==> src/rtl/fetch_redirect_ctrl_if.sv <==
// rtl/fetch_redirect_ctrl_if.sv - redirect request/response bundle between resolve, decode and fetch
interface fetch_redirect_ctrl_if #(
  parameter int XLEN = 32
);
  logic            br_req;
  logic [XLEN-1:0] br_target;
  logic            jal_req;
  logic            jal_is_jalr;
  logic [4:0]      jal_rs;
  logic [XLEN-1:0] jal_target;
  logic            issue_valid;
  logic [4:0]      issue_rd;
  logic            fetch_ready;
  logic            redirect_valid;
  logic [XLEN-1:0] redirect_pc;
  logic            flush;
  logic            stall_dec;
  logic            jal_grant;
  logic            busy;
  logic            misalign_trap;

  modport master (
    output br_req, br_target, jal_req, jal_is_jalr, jal_rs, jal_target,
           issue_valid, issue_rd, fetch_ready,
    input  redirect_valid, redirect_pc, flush, stall_dec, jal_grant, busy, misalign_trap
  );

  modport slave (
    input  br_req, br_target, jal_req, jal_is_jalr, jal_rs, jal_target,
           issue_valid, issue_rd, fetch_ready,
    output redirect_valid, redirect_pc, flush, stall_dec, jal_grant, busy, misalign_trap
  );
endinterface

==> src/rtl/fetch_redirect_ctrl.sv <==
// rtl/fetch_redirect_ctrl.sv - branch/JAL redirect arbiter, flush sequencer and JALR rs scoreboard
// Optional: define MISALIGN_TRAP_EN to redirect misaligned targets to TRAP_VEC.
module fetch_redirect_ctrl #(
  parameter int              XLEN         = 32,
  parameter int              FLUSH_CYCLES = 2,
  parameter int              SB_DEPTH     = 2,
  parameter logic [XLEN-1:0] TRAP_VEC     = 32'h0000_0010
) (
  input logic                  clock,
  input logic                  reset,
  fetch_redirect_ctrl_if.slave bus
);
  localparam int CW = (FLUSH_CYCLES > 1) ? $clog2(FLUSH_CYCLES) : 1;
  localparam logic [CW-1:0] CNT_LOAD = CW'(FLUSH_CYCLES - 1);

  typedef enum logic [1:0] {S_IDLE, S_REDIRECT, S_FLUSH} state_t;

  state_t          state, state_next;
  logic [CW-1:0]   cnt, cnt_next;
  logic [XLEN-1:0] pc, pc_next;
  logic [4:0]      sb [SB_DEPTH];
  logic [4:0]      sb_in;
  logic            rs_hit, hazard, busy, accept;
  logic [XLEN-1:0] sel_target;

  always_comb begin
    rs_hit = 1'b0;
    for (int i = 0; i < SB_DEPTH; i++) begin
      if (sb[i] == bus.jal_rs) rs_hit = 1'b1;
    end
  end

  assign busy       = (state != S_IDLE);
  assign hazard     = bus.jal_req && bus.jal_is_jalr && (bus.jal_rs != 5'd0) && rs_hit;
  assign accept     = bus.br_req || bus.jal_grant;
  assign sel_target = bus.br_req ? bus.br_target : bus.jal_target;

  assign bus.busy           = busy;
  assign bus.flush          = busy;
  assign bus.redirect_valid = (state == S_REDIRECT);
  assign bus.redirect_pc    = pc;
  assign bus.stall_dec      = busy || hazard;
  assign bus.jal_grant      = bus.jal_req && !bus.br_req && !busy && !hazard;

  // Stalled or squashed issues shift in x0 so a stale rd ages out within SB_DEPTH cycles.
  assign sb_in = (bus.issue_valid && !bus.flush && !bus.stall_dec) ? bus.issue_rd : 5'd0;

  always_ff @(posedge clock) begin
    if (reset) begin
      for (int i = 0; i < SB_DEPTH; i++) sb[i] <= 5'd0;
    end else begin
      sb[0] <= sb_in;
      for (int i = 1; i < SB_DEPTH; i++) sb[i] <= sb[i-1];
    end
  end

`ifdef MISALIGN_TRAP_EN
  logic trap_q, trap_next;
  assign trap_next = accept && (sel_target[1:0] != 2'b00);
  always_ff @(posedge clock) begin
    if (reset) trap_q <= 1'b0;
    else       trap_q <= trap_next;
  end
  assign bus.misalign_trap = trap_q;
`else
  logic unused_bits;
  assign unused_bits       = ^{TRAP_VEC, sel_target[1:0]};
  assign bus.misalign_trap = 1'b0;
`endif

  always_ff @(posedge clock) begin
    if (reset) begin
      state <= S_IDLE;
      cnt   <= '0;
      pc    <= '0;
    end else begin
      state <= state_next;
      cnt   <= cnt_next;
      pc    <= pc_next;
    end
  end

  // A branch always wins, even mid-redirect or mid-flush: it is the oldest instruction.
  always_comb begin
    state_next = state;
    cnt_next   = cnt;
    pc_next    = pc;
    if (accept) begin
      state_next = S_REDIRECT;
      cnt_next   = CNT_LOAD;
`ifdef MISALIGN_TRAP_EN
      if (sel_target[1:0] != 2'b00) pc_next = {TRAP_VEC[XLEN-1:2], 2'b00};
      else                          pc_next = {sel_target[XLEN-1:2], 2'b00};
`else
      pc_next = {sel_target[XLEN-1:2], 2'b00};
`endif
    end else begin
      case (state)
        S_REDIRECT: begin
          if (bus.fetch_ready) begin
            state_next = (FLUSH_CYCLES == 1) ? S_IDLE : S_FLUSH;
            cnt_next   = CNT_LOAD;
          end
        end
        S_FLUSH: begin
          if (cnt == '0) state_next = S_IDLE;
          else           cnt_next   = cnt - 1'b1;
        end
        default: ;
      endcase
    end
  end
endmodule

==> src/flat_wrapper.sv <==
// flat-port wrapper written by rule: the top's interface ports become plain ports
module fetch_redirect_ctrl_flat 
#(
  parameter int              XLEN         = 32,
  parameter int              FLUSH_CYCLES = 2,
  parameter int              SB_DEPTH     = 2,
  parameter logic [XLEN-1:0] TRAP_VEC     = 32'h0000_0010
)
  (clock, reset, bus_br_req, bus_br_target, bus_jal_req, bus_jal_is_jalr, bus_jal_rs, bus_jal_target, bus_issue_valid, bus_issue_rd, bus_fetch_ready, bus_redirect_valid, bus_redirect_pc, bus_flush, bus_stall_dec, bus_jal_grant, bus_busy, bus_misalign_trap);
  fetch_redirect_ctrl_if #(.XLEN(XLEN)) bus_i ();
  input logic clock;
  input logic reset;
  input wire logic [$bits(bus_i.br_req)-1:0] bus_br_req;
  input wire logic [$bits(bus_i.br_target)-1:0] bus_br_target;
  input wire logic [$bits(bus_i.jal_req)-1:0] bus_jal_req;
  input wire logic [$bits(bus_i.jal_is_jalr)-1:0] bus_jal_is_jalr;
  input wire logic [$bits(bus_i.jal_rs)-1:0] bus_jal_rs;
  input wire logic [$bits(bus_i.jal_target)-1:0] bus_jal_target;
  input wire logic [$bits(bus_i.issue_valid)-1:0] bus_issue_valid;
  input wire logic [$bits(bus_i.issue_rd)-1:0] bus_issue_rd;
  input wire logic [$bits(bus_i.fetch_ready)-1:0] bus_fetch_ready;
  output wire logic [$bits(bus_i.redirect_valid)-1:0] bus_redirect_valid;
  output wire logic [$bits(bus_i.redirect_pc)-1:0] bus_redirect_pc;
  output wire logic [$bits(bus_i.flush)-1:0] bus_flush;
  output wire logic [$bits(bus_i.stall_dec)-1:0] bus_stall_dec;
  output wire logic [$bits(bus_i.jal_grant)-1:0] bus_jal_grant;
  output wire logic [$bits(bus_i.busy)-1:0] bus_busy;
  output wire logic [$bits(bus_i.misalign_trap)-1:0] bus_misalign_trap;
  assign bus_i.br_req = bus_br_req;
  assign bus_i.br_target = bus_br_target;
  assign bus_i.jal_req = bus_jal_req;
  assign bus_i.jal_is_jalr = bus_jal_is_jalr;
  assign bus_i.jal_rs = bus_jal_rs;
  assign bus_i.jal_target = bus_jal_target;
  assign bus_i.issue_valid = bus_issue_valid;
  assign bus_i.issue_rd = bus_issue_rd;
  assign bus_i.fetch_ready = bus_fetch_ready;
  assign bus_redirect_valid = bus_i.redirect_valid;
  assign bus_redirect_pc = bus_i.redirect_pc;
  assign bus_flush = bus_i.flush;
  assign bus_stall_dec = bus_i.stall_dec;
  assign bus_jal_grant = bus_i.jal_grant;
  assign bus_busy = bus_i.busy;
  assign bus_misalign_trap = bus_i.misalign_trap;
  fetch_redirect_ctrl #(.XLEN(XLEN), .FLUSH_CYCLES(FLUSH_CYCLES), .SB_DEPTH(SB_DEPTH), .TRAP_VEC(TRAP_VEC)) u_core (.clock(clock), .reset(reset), .bus(bus_i));
endmodule
==> config.mk <==
export PLATFORM = sky130hd
export DESIGN_NAME = fetch_redirect_ctrl_flat
export DESIGN_NICKNAME = d
export VERILOG_FILES = /design/src/rtl/fetch_redirect_ctrl_if.sv /design/src/rtl/fetch_redirect_ctrl.sv /design/src/flat_wrapper.sv
export SDC_FILE = /design/constraint.sdc
export NUM_CORES = 1
export LEC_CHECK = 0
export ABC_CLOCK_PERIOD_IN_PS = 4600
export CAP_MARGIN = 10
export CORE_MARGIN = 2
export CORE_UTILIZATION = 35
export CTS_CLUSTER_DIAMETER = 150
export DETAILED_ROUTE_END_ITERATION = 6
export PLACE_DENSITY = 0.72
export SLEW_MARGIN = 40
export SYNTH_ARGS = -nofsm -noshare
export SYNTH_HDL_FRONTEND = slang
export SYNTH_SLANG_ARGS = --single-unit
==> constraint.sdc <==
create_clock -name clock -period 4.6 [get_ports clock]
set_input_delay 0.92 -clock clock [delete_from_list [all_inputs] [get_ports clock]]
set_output_delay 0.92 -clock clock [all_outputs]
set_load 0.02 [all_outputs]
==> flow_metrics.env, run 1 <==
export IMPL_outcome="finished, final reports clean"
export IMPL_ys_async_sr_fraction=0
export IMPL_cts_sinks=43
export IMPL_period_share=0.880
export IMPL_synth_top_family_by_area="compound AO/OA/AOI/OAI gates"
export IMPL_syn_area_per_cell_um2=11.0
export IMPL_synth_top_area_cell="dfxtp_1"
export IMPL_postSynthCellCount=207
export IMPL_die_width_um=84.6
export IMPL_cap_violations=0
export IMPL_synth_edf_count=0
export IMPL_synth_top_area_frac=0.379
export IMPL_mostFrequentLayoutCells="clkdlybuf4s50_1 (109), dfxtp_1 (43), a211oi_1 (31)"
export IMPL_start_kind="input port"
export IMPL_drive_gt1_frac=0.150
export IMPL_r2r_start="u_core.state[0]$_SDFFE_PP0P_"
export IMPL_finalPower_uw=975
export IMPL_io_pins=119
export IMPL_p_per_area_mw_per_mm2=284
export IMPL_required_ps=3680
export IMPL_syn_area_mm2=0.00227
export IMPL_synth_fa_ha_area_frac=0
export IMPL_drt_wl_total_um=5620
export IMPL_setup_worst_path_start="bus_jal_rs[0]"
export IMPL_antenna_cells=0
export IMPL_drtIter0Drc=85
export IMPL_layout_commonest_cell="clkdlybuf4s50_1"
export IMPL_power_leakage_nw=1.29
export IMPL_grt_first_pass_wirelength_um=9230
export IMPL_ys_warn_count=0
export IMPL_peakVddDrop_mv=0.155
export IMPL_critPathKind="in2out"
export IMPL_die_area_mm2=0.00716
export IMPL_worstPathArrival_ps=3130
export IMPL_vias=1939
export IMPL_htreeDepth=2
export IMPL_synthTopCellsByArea="dfxtp_1 (38%), a211oi_2 (17%), mux2i_1 (13%)"
export IMPL_cts_buffers=5
export IMPL_grt_pass1_vias=2000
export IMPL_finalHoldViolations=0
export IMPL_hpwl_um=3860
export IMPL_clk_path_buf_depth=2
export IMPL_worstMarginPinSlew_ps=587
export IMPL_skew_ps=2.34
export IMPL_fin_nets=386
export IMPL_cts_tree="built"
export IMPL_routedWlPerCell_um=14.7
export IMPL_hp_start="u_core.sb[0][3]$_SDFF_PP0_"
export IMPL_numPortBuffers=111
export IMPL_rsz0062_at_grt="false"
export IMPL_setup_viol=0
export IMPL_drtPass1Iterations=4
export IMPL_post_cts_setup_buffers=0
export IMPL_slew_viol_final=0
export IMPL_root_buffer="clkbuf_8"
export IMPL_antenna_found_initial=0
export IMPL_worstSetupEndpointType="output port"
export IMPL_synth_compound_area_frac=0.302
export IMPL_synth_cell_types=28
export IMPL_start_util=0.360
export IMPL_synth_simple_area_share=0.0693
export IMPL_path_clk_slew_ps=80
export IMPL_layout_area_overhead_vs_synth_pct=50.9
export IMPL_fmax_mhz=247
export IMPL_grt_util_all_layers=0.156
export IMPL_std_cell_rows=29
export IMPL_detail_route_antenna_nets=0
export IMPL_ys_seq_area_frac=0.379
export IMPL_clock_latency_ps=280
export IMPL_die_h_um=84.6
export IMPL_cts_resized=0
export IMPL_hold_buffers=0
export IMPL_fin_setup_tns_ps=0
export IMPL_synth_main_ff_cell="dfxtp_1"
export IMPL_finalCriticalPeriod_ps=4050
export IMPL_fin_util=0.543
export IMPL_overflow=0
export IMPL_gp_congestion=0.794
export IMPL_hold_class="reg2reg"
export IMPL_crit_fanout=3
export IMPL_drc_errors=0
export IMPL_core_mm2=0.00631
export IMPL_grt_max_degree=40
export IMPL_yosys_mux_area_fraction=0.132
export IMPL_viasPerCell=5.06
export IMPL_slew_headroom=0.609
export IMPL_ys_seq_elements=43
export IMPL_synth_xor_area_share=0.0385
critical path, stage by stage:
cell             delay [ps]
clkdlybuf4s50_1         460
or4_1                   550
o21ai_2                 210
nor2_1                   70
nor3b_1                 250
clkdlybuf4s50_1         660
final timing paths:
| path | end | slack [ps] | cells after the start |
|---|---|---|---|
| worst min-delay path | u_core.sb[0][8]$_SDFF_PP0_ | 480 | 1 |
| worst max register to register | u_core.bus.redirect_pc[22]$_SDFFE_PP0P_ | 2410 | 6 |
| worst min register to register | u_core.sb[0][8]$_SDFF_PP0_ | 480 | 1 |
| worst max-delay path | bus_jal_grant | 550 | 6 |
where the power goes:
group / switching, mW / internal, mW
Combinational: 0.139 / 0.159
Clock: 0.121 / 0.137
Sequential: 0.0165 / 0.403
Total: 0.277 / 0.698
state kept, by name (all words and copies together), names as in the netlist:
signal                  count
u_core.sb                  10
u_core.bus.redirect_pc     30
u_core.cnt                  1
u_core.state                2
synthesized netlist by cell type (2+ instances only):
| cell type | instances |
|---|---|
| buf_8 | 3 |
| nor2_1 | 4 |
| dfxtp_1 | 43 |
| a211oi_2 | 30 |
| nor3b_1 | 2 |
| a21o_4 | 2 |
| and3_1 | 5 |
| buf_2 | 7 |
| buf_6 | 3 |
| buf_4 | 4 |
| nor3_1 | 2 |
| mux2i_1 | 30 |
| a21oi_1 | 2 |
| o21ai_0 | 2 |
| a211oi_1 | 31 |
| nor2b_1 | 7 |
| xor2_1 | 10 |
| nand2_1 | 2 |
| nand2b_1 | 2 |
| clkbuf_1 | 8 |
per-stage QoR:
| stage | worst slack [ps] | hold WS, ps | cells | instance area, um^2 |
|---|---|---|---|---|
| floorplan | 1470 | 449 | 209 | 2280 |
| global placement | 549 | 469 | 375 | 3330 |
| detailed placement | 564 | 471 | 375 | 3330 |
| CTS | 543 | 485 | 383 | 3430 |
| global route | 408 | 497 | 383 | 3430 |
| finish | 553 | 481 | 383 | 3430 |
logic make-up (layout without fill, tap and decap cells):
logic type                after synthesis  count (layout)
AOI/OAI and AO/OA                      70              70
DFF                                    43              43
muxes                                  30              30
and+or+nand+nor                        27              27
buffers and inverters                  26             123
xor gates and xnor gates               10              10
other                                   1               3
area by class of cell:
class	count	area, um^2
inverter	1	3.75
clock buffer	8	100
fill	607	2880
sequential	43	861
timing repair buffer	114	1130
multi-input combinational	140	1240
tap	77	96.3
layer usage:
metal / part of all wire / track usage
met5: 0 / 0
met2: 0.47 / 0.278
met1: 0.45 / 0.183
met3: 0.073 / 0.0521
met4: 0.0034 / 0.0303
Note: power is estimated with default switching activity, not from simulation.
==> run 2, diff against run 1 <==
--- a/config.mk
+++ b/config.mk
@@ -12,6 +12,8 @@
 export CTS_CLUSTER_DIAMETER = 150
 export DETAILED_ROUTE_END_ITERATION = 6
 export PLACE_DENSITY = 0.72
+export RECOVER_POWER = 100
+export REMOVE_ABC_BUFFERS = 1
 export SLEW_MARGIN = 40
 export SYNTH_ARGS = -nofsm -noshare
 export SYNTH_HDL_FRONTEND = slang
==> run 2 against run 1 <==
- the run now ends with capacitance limit, slew limit left
- die area stayed put
- via count is 0.62% higher
- register-to-register slack worse by 750 ps
- cell count stayed put
- worst hold slack better by 0.80 ps
- core utilization is 1.8 points lower
- routed wire length is 3.4% higher
- setup slack worse by 52 ps
- sequential power hardly changed
- clock skew is 3.9 ps higher
- combinational power is 9.7% lower
- critical path type unchanged
- critical endpoint is now bus_stall_dec
==> flow_metrics.env, run 2 (synthesized netlist as in run 1, its figures left out) <==
export IMPL_hp_start="u_core.sb[0][4]$_SDFF_PP0_"
export IMPL_grt_util_all_layers=0.162
export IMPL_violations="capacitance limit, slew limit"
export IMPL_cp_cell_sequence="clkdlybuf4s50_1 > xor2_1 > nor3_1 > a22oi_2 > or3b_1 > nand2_1 > dlygate4sd3_1"
export IMPL_finalCriticalPeriod_ps=4100
export IMPL_setup_viol=0
export IMPL_crit_fanout=6
export IMPL_mostFrequentLayoutCells="clkdlybuf4s50_1 (74), a211oi_1 (57), dfxtp_1 (43)"
export IMPL_detail_route_antenna_nets=0
export IMPL_clk_path_buf_depth=2
export IMPL_hpwl_um=3980
export IMPL_setup_worst_path_start="bus_jal_rs[2]"
export IMPL_numPortBuffers=111
export IMPL_rsz0062_at_grt="false"
export IMPL_rr_worst_depth=6
export IMPL_period_share=0.891
export IMPL_slew_headroom=-0.254
export IMPL_die_width_um=84.6
export IMPL_outcome="finished, violations left"
export IMPL_worstSetupEndpointType="output port"
export IMPL_grt_pass1_vias=1992
export IMPL_htreeDepth=2
export IMPL_root_buffer="clkbuf_8"
export IMPL_crit_family="buffers and inverters"
export IMPL_crit_buf_inv=2
export IMPL_die_area_mm2=0.00716
export IMPL_viasPerCell=5.09
export IMPL_skew_ps=6.24
export IMPL_start_kind="input port"
export IMPL_worstPathArrival_ps=3180
export IMPL_grt_max_degree=40
export IMPL_post_cts_setup_buffers=0
export IMPL_layout_area_overhead_vs_synth_pct=45.8
export IMPL_cap_violations=1
export IMPL_drtIter0Drc=53
export IMPL_power_leakage_nw=1.33
export IMPL_io_pins=119
export IMPL_fin_nets=386
export IMPL_grt_util_met1=0.191
export IMPL_vias=1951
export IMPL_drtPass1Iterations=4
export IMPL_fmax_mhz=244
export IMPL_path_depth=7
export IMPL_clock_latency_ps=290
export IMPL_overflow=0
export IMPL_cts_sinks=43
export IMPL_cpMaxStageDelayCell="dlygate4sd3_1"
export IMPL_required_ps=3680
export IMPL_use_met3=0.0580
export IMPL_p_per_area_mw_per_mm2=311
export IMPL_hold_buffers=0
export IMPL_antenna_found_initial=0
export IMPL_finalHoldViolations=0
export IMPL_drc_errors=0
export IMPL_cts_buffers=5
export IMPL_start_util=0.360
export IMPL_nFillCells=623
export IMPL_path_clk_slew_ps=80
export IMPL_critPathKind="in2out"
export IMPL_layout_commonest_cell="clkdlybuf4s50_1"
export IMPL_critPathMaxStageDelay_ps=670
export IMPL_drive_gt1_frac=0.0588
export IMPL_hold_class="reg2reg"
export IMPL_peakVddDrop_mv=0.145
export IMPL_cts_tree="built"
export IMPL_top_usage_layer="met2"
export IMPL_worstMarginPinSlew_ps=1880
export IMPL_drt_wl_total_um=5810
export IMPL_hold_depth=1
export IMPL_die_h_um=84.6
export IMPL_grt_use_met2=0.286
export IMPL_core_mm2=0.00631
export IMPL_slew_viol_final=40
export IMPL_antenna_cells=0
export IMPL_std_cell_rows=29
export IMPL_fin_util=0.525
export IMPL_grt_first_pass_wirelength_um=9380
export IMPL_largest_reg_flops=30
export IMPL_cts_resized=0
export IMPL_fin_setup_tns_ps=0
export IMPL_r2r_start="u_core.state[1]$_SDFFE_PP0P_"
export IMPL_routedWlPerCell_um=15.2
export IMPL_gp_congestion=0.717
[run 2: changes by cell type in the layout (fill, tap and decap cells not counted), moves of 2 or more]
cell             change
a211oi_2            -26
clkbuf_8             -2
bufinv_16            +2
clkdlybuf4s50_1     -35
a21o_4               -2
a211oi_1            +26
dlygate4sd3_1       +35
[run 2: metal layers]
metal	up-vias	part of all wire
met5	-	0
met4	0	0.0071
met3	6	0.076
met2	63	0.47
met1	909	0.45
li1	973	-
[run 2: worst paths after layout]
path | to | slack [ps]
max reg2reg | u_core.bus.redirect_pc[9]$_SDFFE_PP0P_ | 1660
min reg2reg | u_core.sb[0][9]$_SDFF_PP0_ | 480
min | u_core.sb[0][9]$_SDFF_PP0_ | 480
max | bus_stall_dec | 500
[run 2: cell type report]
cell class,instances,area [um^2],share of cell area
timing repair buffer,114,1120,0.339
sequential,43,861,0.260
tap,77,96.3,0.0291
clock inverter,2,60.1,0.0181
inverter,1,3.75,0.00113
multi-input combinational,140,1100,0.331
clock buffer,6,72.6,0.0219
[run 2: where the power goes]
part	total (mW)	internal, mW	switching [mW]
registers	0.418	0.403	0.0153
clock network	0.344	0.217	0.127
logic	0.269	0.139	0.130
total	1.03	0.759	0.273
[run 2: through the flow]
stage          instance area [um^2]  hold WS, ps  std cells  total power, mW  setup slack, ps
5_1_grt                        3310          487        383             1.09              403
3_5_place_dp                   3330          473        375            0.731              560
6_report                       3310          482        383             1.03              500
2_1_floorplan                  2110          448        184            0.567             1080
3_3_place_gp                   3330          466        375            0.726              607
4_1_cts                        3460          484        383             1.07              564
[run 2: worst register-to-register path, cell delays in order, from the launching register on]
cell and delay, ps:
dfxtp_1 360, nor2_1 170, and2_1 160, buf_4 340, a21o_2 630, a21o_1 890, a211oi_1 190
==> run 3, diff against run 2 <==
--- a/config.mk
+++ b/config.mk
@@ -7,11 +7,13 @@
 export LEC_CHECK = 0
 export ABC_CLOCK_PERIOD_IN_PS = 4600
 export CAP_MARGIN = 10
+export CELL_PAD_IN_SITES_DETAIL_PLACEMENT = 2
+export CELL_PAD_IN_SITES_GLOBAL_PLACEMENT = 2
 export CORE_MARGIN = 2
-export CORE_UTILIZATION = 35
+export CORE_UTILIZATION = 25
 export CTS_CLUSTER_DIAMETER = 150
 export DETAILED_ROUTE_END_ITERATION = 6
-export PLACE_DENSITY = 0.72
+export PLACE_DENSITY = 0.86
 export RECOVER_POWER = 100
 export REMOVE_ABC_BUFFERS = 1
 export SLEW_MARGIN = 40
==> run 3 against run 2 <==
- the run still ends with capacitance limit, slew limit left
- worst hold slack better by 9.8 ps
- critical path type unchanged
- largest cell class unchanged
- highest routed layer unchanged
- critical path depth stayed put
- first-iteration DRC count is 68% lower
- combinational power is 3% higher
- total power is 11% lower
- non-clock buffer count is 1 higher
==> flow_metrics.env, run 3 (synthesized netlist as in run 1, its figures left out) <==
export IMPL_clock_latency_ps=280
export IMPL_rsz0062_at_grt="false"
export IMPL_layout_area_overhead_vs_synth_pct=45.2
export IMPL_dp_cells=407
export IMPL_worstSetupEndpointType="output port"
export IMPL_vias=2022
export IMPL_drtIter0Drc=17
export IMPL_grt_util_all_layers=0.155
export IMPL_layout_commonest_cell="clkdlybuf4s50_1"
export IMPL_outcome="finished, violations left"
export IMPL_grt_first_pass_wirelength_um=12100
export IMPL_slew_viol_final=40
export IMPL_die_width_um=99.4
export IMPL_finalHoldViolations=0
export IMPL_clkPwrFrac=0.242
export IMPL_clk_path_buf_depth=2
export IMPL_fmax_mhz=239
export IMPL_core_mm2=0.00876
export IMPL_antenna_found_initial=0
export IMPL_cts_tree="built"
export IMPL_swShare=0.299
export IMPL_internal_power_uw=644
export IMPL_peakVddDrop_mv=0.0990
export IMPL_grt_max_degree=40
export IMPL_drive_gt1_frac=0.0557
export IMPL_worstMarginPinSlew_ps=1920
export IMPL_root_buffer="clkbuf_8"
export IMPL_wl_met3_um=364
export IMPL_power_leakage_nw=1.31
export IMPL_cts_resized=0
export IMPL_hold_buffers=0
export IMPL_setup_viol=0
export IMPL_p_per_area_mw_per_mm2=278
export IMPL_period_share=0.910
export IMPL_slew_headroom=-0.280
export IMPL_gp_congestion=0.645
export IMPL_fin_setup_tns_ps=0
export IMPL_m1WireLength_um=2970
export IMPL_r2r_slack_ps=1570
export IMPL_wl_met2_um=4100
export IMPL_numPortBuffers=111
export IMPL_post_cts_setup_buffers=0
export IMPL_cap_violations=1
export IMPL_worstPathArrival_ps=3260
export IMPL_grt_pass1_vias=2328
export IMPL_required_ps=3680
export IMPL_cts_buffers=5
export IMPL_comb_power_share=0.300
export IMPL_finalCriticalPeriod_ps=4180
export IMPL_hpwl_um=5490
export IMPL_routedWlPerCell_um=18.3
export IMPL_switching_power_uw=274
export IMPL_drt_wl_total_um=7570
export IMPL_fin_cells=413
export IMPL_viasPerCell=4.90
export IMPL_htreeDepth=2
export IMPL_io_pins=119
export IMPL_antenna_cells=0
export IMPL_drtPass1Iterations=3
export IMPL_skew_ps=3.27
export IMPL_drc_errors=0
export IMPL_mostFrequentLayoutCells="clkdlybuf4s50_1 (74), a211oi_1 (57), dfxtp_1 (43)"
export IMPL_dr_max_layer_used="met4"
export IMPL_overflow=0
export IMPL_seq_power_share=0.458
export IMPL_start_kind="input port"
export IMPL_std_cell_rows=34
export IMPL_die_area_mm2=0.00987
export IMPL_start_util=0.259
export IMPL_nFillCells=948
export IMPL_hold_class="reg2reg"
export IMPL_detail_route_antenna_nets=0
export IMPL_fin_util=0.377
export IMPL_largest_reg_flops=30
export IMPL_critPathKind="in2out"
export IMPL_die_h_um=99.4
export IMPL_violations="capacitance limit, slew limit"
export IMPL_cts_sinks=43
export IMPL_fin_nets=387
export IMPL_path_clk_slew_ps=80
export IMPL_crit_fanout=6
## run 3: changes by cell type in the layout (fill, tap and decap cells not counted)
cell / change
buf_4: +1
bufinv_16: -2
## run 3: layout make-up
type                            instances  area [um^2]  share of cell area
Clock buffer                            6         72.6              0.0220
Tap cell                              108          135              0.0409
Multi-Input combinational cell        140         1100               0.333
Inverter                                1         3.75             0.00114
Sequential cell                        43          861               0.261
Timing Repair Buffer                  115         1130               0.342
## run 3: power by group through the flow
stage | registers, mW | logic [mW] | clock network, mW
after floorplan | 0.458 | 0.109 | 0
after global placement | 0.427 | 0.303 | 0
after detailed placement | 0.430 | 0.312 | 0
after CTS | 0.422 | 0.314 | 0.232
after global routing | 0.425 | 0.298 | 0.242
final | 0.420 | 0.276 | 0.222
## run 3: critical path: stages
cell	delay [ps]
clkdlybuf4s50_1	480
xor2_1	200
nor3_1	240
a22oi_2	170
or3b_1	490
nand2_1	100
dlygate4sd3_1	670
## run 3: final timing paths
path	from	endpoint	cells after the start
worst min-delay path	u_core.sb[0][1]$_SDFF_PP0_	u_core.sb[0][6]$_SDFF_PP0_	1
worst max register to register	u_core.state[1]$_SDFFE_PP0P_	u_core.bus.redirect_pc[14]$_SDFFE_PP0P_	6
worst min register to register	u_core.sb[0][1]$_SDFF_PP0_	u_core.sb[0][6]$_SDFF_PP0_	1
worst max-delay path	bus_jal_rs[2]	bus_stall_dec	7
## run 3: through the flow
stage	setup WS [ps]	power, mW	hold WS [ps]	area (um^2)
global route	302	0.965	518	3300
global placement	587	0.730	464	3370
floorplan	1080	0.567	448	2110
CTS	467	0.968	494	3450
detailed placement	467	0.741	483	3380
finish	415	0.918	491	3300
## run 3: routing by layer
| metal | track usage | vias up |
|---|---|---|
| met3 | 0.0274 | 9 |
| met4 | 0.0464 | 0 |
| met5 | 0 | - |
| li1 | - | 971 |
| met1 | 0.165 | 981 |
| met2 | 0.306 | 61 |
==> RTL change (flow settings as in run 3) <==
Add a define of `MISALIGN_TRAP_EN`.
--- a/src/rtl/fetch_redirect_ctrl.sv
+++ b/src/rtl/fetch_redirect_ctrl.sv
@@ -2,2 +2,4 @@
 // Optional: define MISALIGN_TRAP_EN to redirect misaligned targets to TRAP_VEC.
+`define MISALIGN_TRAP_EN
+
 module fetch_redirect_ctrl #(
Function: changed (Yosys sat finds a counterexample within 4 cycles, from zero or initial values and one cycle with reset high).
==> RTL change against run 3 <==
Sequential cell count up 1. Critical path depth fell by 1. Worst setup slack lost 0.083 ns. Wire length rose by 35%. Power increased by 1.6%. The flow still finishes with violations (capacitance limit, slew limit). Cell area up 14%. Synthesized area up 4.3%.
==> RTL change: results (changes against run 3) <==
Run status
  – Failing checks: capacitance limit, slew limit
  – Outcome: finished, violations left

Routing
  – Met3 Wirelength: 510 microns (+40%)
  – Vias post-DR: 2,774 (+37%)
  – Final WL: 10.2 mm (+35%)
  – TritonRoute pass-1 iters: 4 (+1)
  – Met2 wire length: 5.08 mm (+24%)
  – DRC marker count from the first detailed-route iteration: 82 (+65)

Clock network
  – Worst-Skew Late Latency: 0.30 ns (+0.02 ns)
  – Clock Sinks: 44 (+2.3%)

Yosys
  – Average size of a mapped cell: 7.83 sq um (-29%)
  – Top cells by count, synth: 44 x dfxtp_1, 31 x a21oi_1, 31 x nor2_1
  – Post-synthesis compound-gate area fraction: 0.347 (+0.0451)
  – Synth cell types: 33 (+18%)
  – Ranking of synthesized cells by area: dfxtp_1 37%, a32o_1 10%, a31oi_1 7.4%, a21oi_1 6.5%, o21ai_0 5.5%

Die
  – Rows: 35 (+2.9%)

Layout
  – Non-clock buffer count: 127 (+10%)
  – Layout cells sized above 1: 0.0639 (+0.00814)
  – Layout fillers: 1,045 (+10%)
  – Buffer share of cell area: 0.337 (-0.00576)
  – Multi-input gate share of total cell area: 0.359 (+0.0259)
  – # nets final: 487 (+26%)
  – Register Area: 881 sq um (+2.3%)
  – Inverters: 4 (+3)
  – Multi-input gates: 224 (+60%)
  – Clock-cell share of area: 0.0245 (+0.00255)
  – Final std cells w/o fill: 536 (+30%)

Global route
  – Met2 Resource Use GR: 0.357 (+0.0515)
  – Met3 usage: 0.0324 (+0.00503)
  – Largest net degree at the start of global routing: 34 (-15%)
  – GRT Util Overall: 0.199 (+0.0442)
  – First-pass GRT wire length: 16.0 mm (+32%)

Critical path
  – Crit path arrival time: 3.35 ns (+0.09 ns)
  – Worst stage delay on the critical path: 0.65 ns (-0.02 ns)
  – Crit Path Max Fanout: 7 (+1)
  – RR Startpoint: u_core.sb[0][4]
  – FF-to-FF setup slack: 1.47 ns (-0.10 ns)
  – Critical Path Source: bus_jal_rs[0]
  – Crit Reg-Reg Endpoint: u_core.bus.misalign_trap

Placed design
  – Dpl cell area: 3690 sq um (+9.4%)
  – Placed Cells: 528 (+30%)
  – Pre-CTS setup slack: 0.426 ns (-0.0407 ns)
  – HPWL after detailed placement: 7.50 mm (+37%)
  – Port bufs: 116 (+4.5%)

STA
  – Slew Viols, Final: 34 (-15%)
  – Slew at the pin closest to its max-slew limit: 1.80 ns (-0.125 ns)
  – Clock Skew: 0.0128 ns (+0.00958 ns)

Hold path
  – Hold path endpoint: u_core.sb[0][8]
  – Hold Crit Start: u_core.sb[0][3]

Job
  – Max Cap Viol: 1 (unchanged)
## RTL change: cell count changes after synthesis, moves of 24 or more
cell / before / now
nand2_1: 2 / 30
a21oi_1: 2 / 31
a211oi_1: 31 / 1
mux2i_1: 30 / 1
a32o_1: 0 / 24
a211oi_2: 30 / 0
nor2_1: 4 / 31
a31oi_1: 1 / 28
o21ai_0: 2 / 26
## RTL change: kinds of logic after synthesis
logic type             Yosys count
XOR/XNOR                        10
buffers and inverters           36
multiplexers                     1
flip-flops                      44
AO/OA/AOI/OAI                  122
AND/OR/NAND/NOR                 89
other                            1
## RTL change: per-stage QoR
stage | util | hold WS [ns] | power [uW]
final | 0.408 | 0.500 | 933
after global routing | 0.408 | 0.511 | 984
after floorplan | - | 0.457 | 519
after CTS | 0.410 | 0.503 | 956
after detailed placement | 0.400 | 0.488 | 688
after global placement | 0.394 | 0.477 | 667
## RTL change: report_power, final
group	switching, uW	total [uW]	internal, uW
Clock	143	263	120
Sequential	10.1	407	397
Combinational	134	263	129
Total	287	933	646
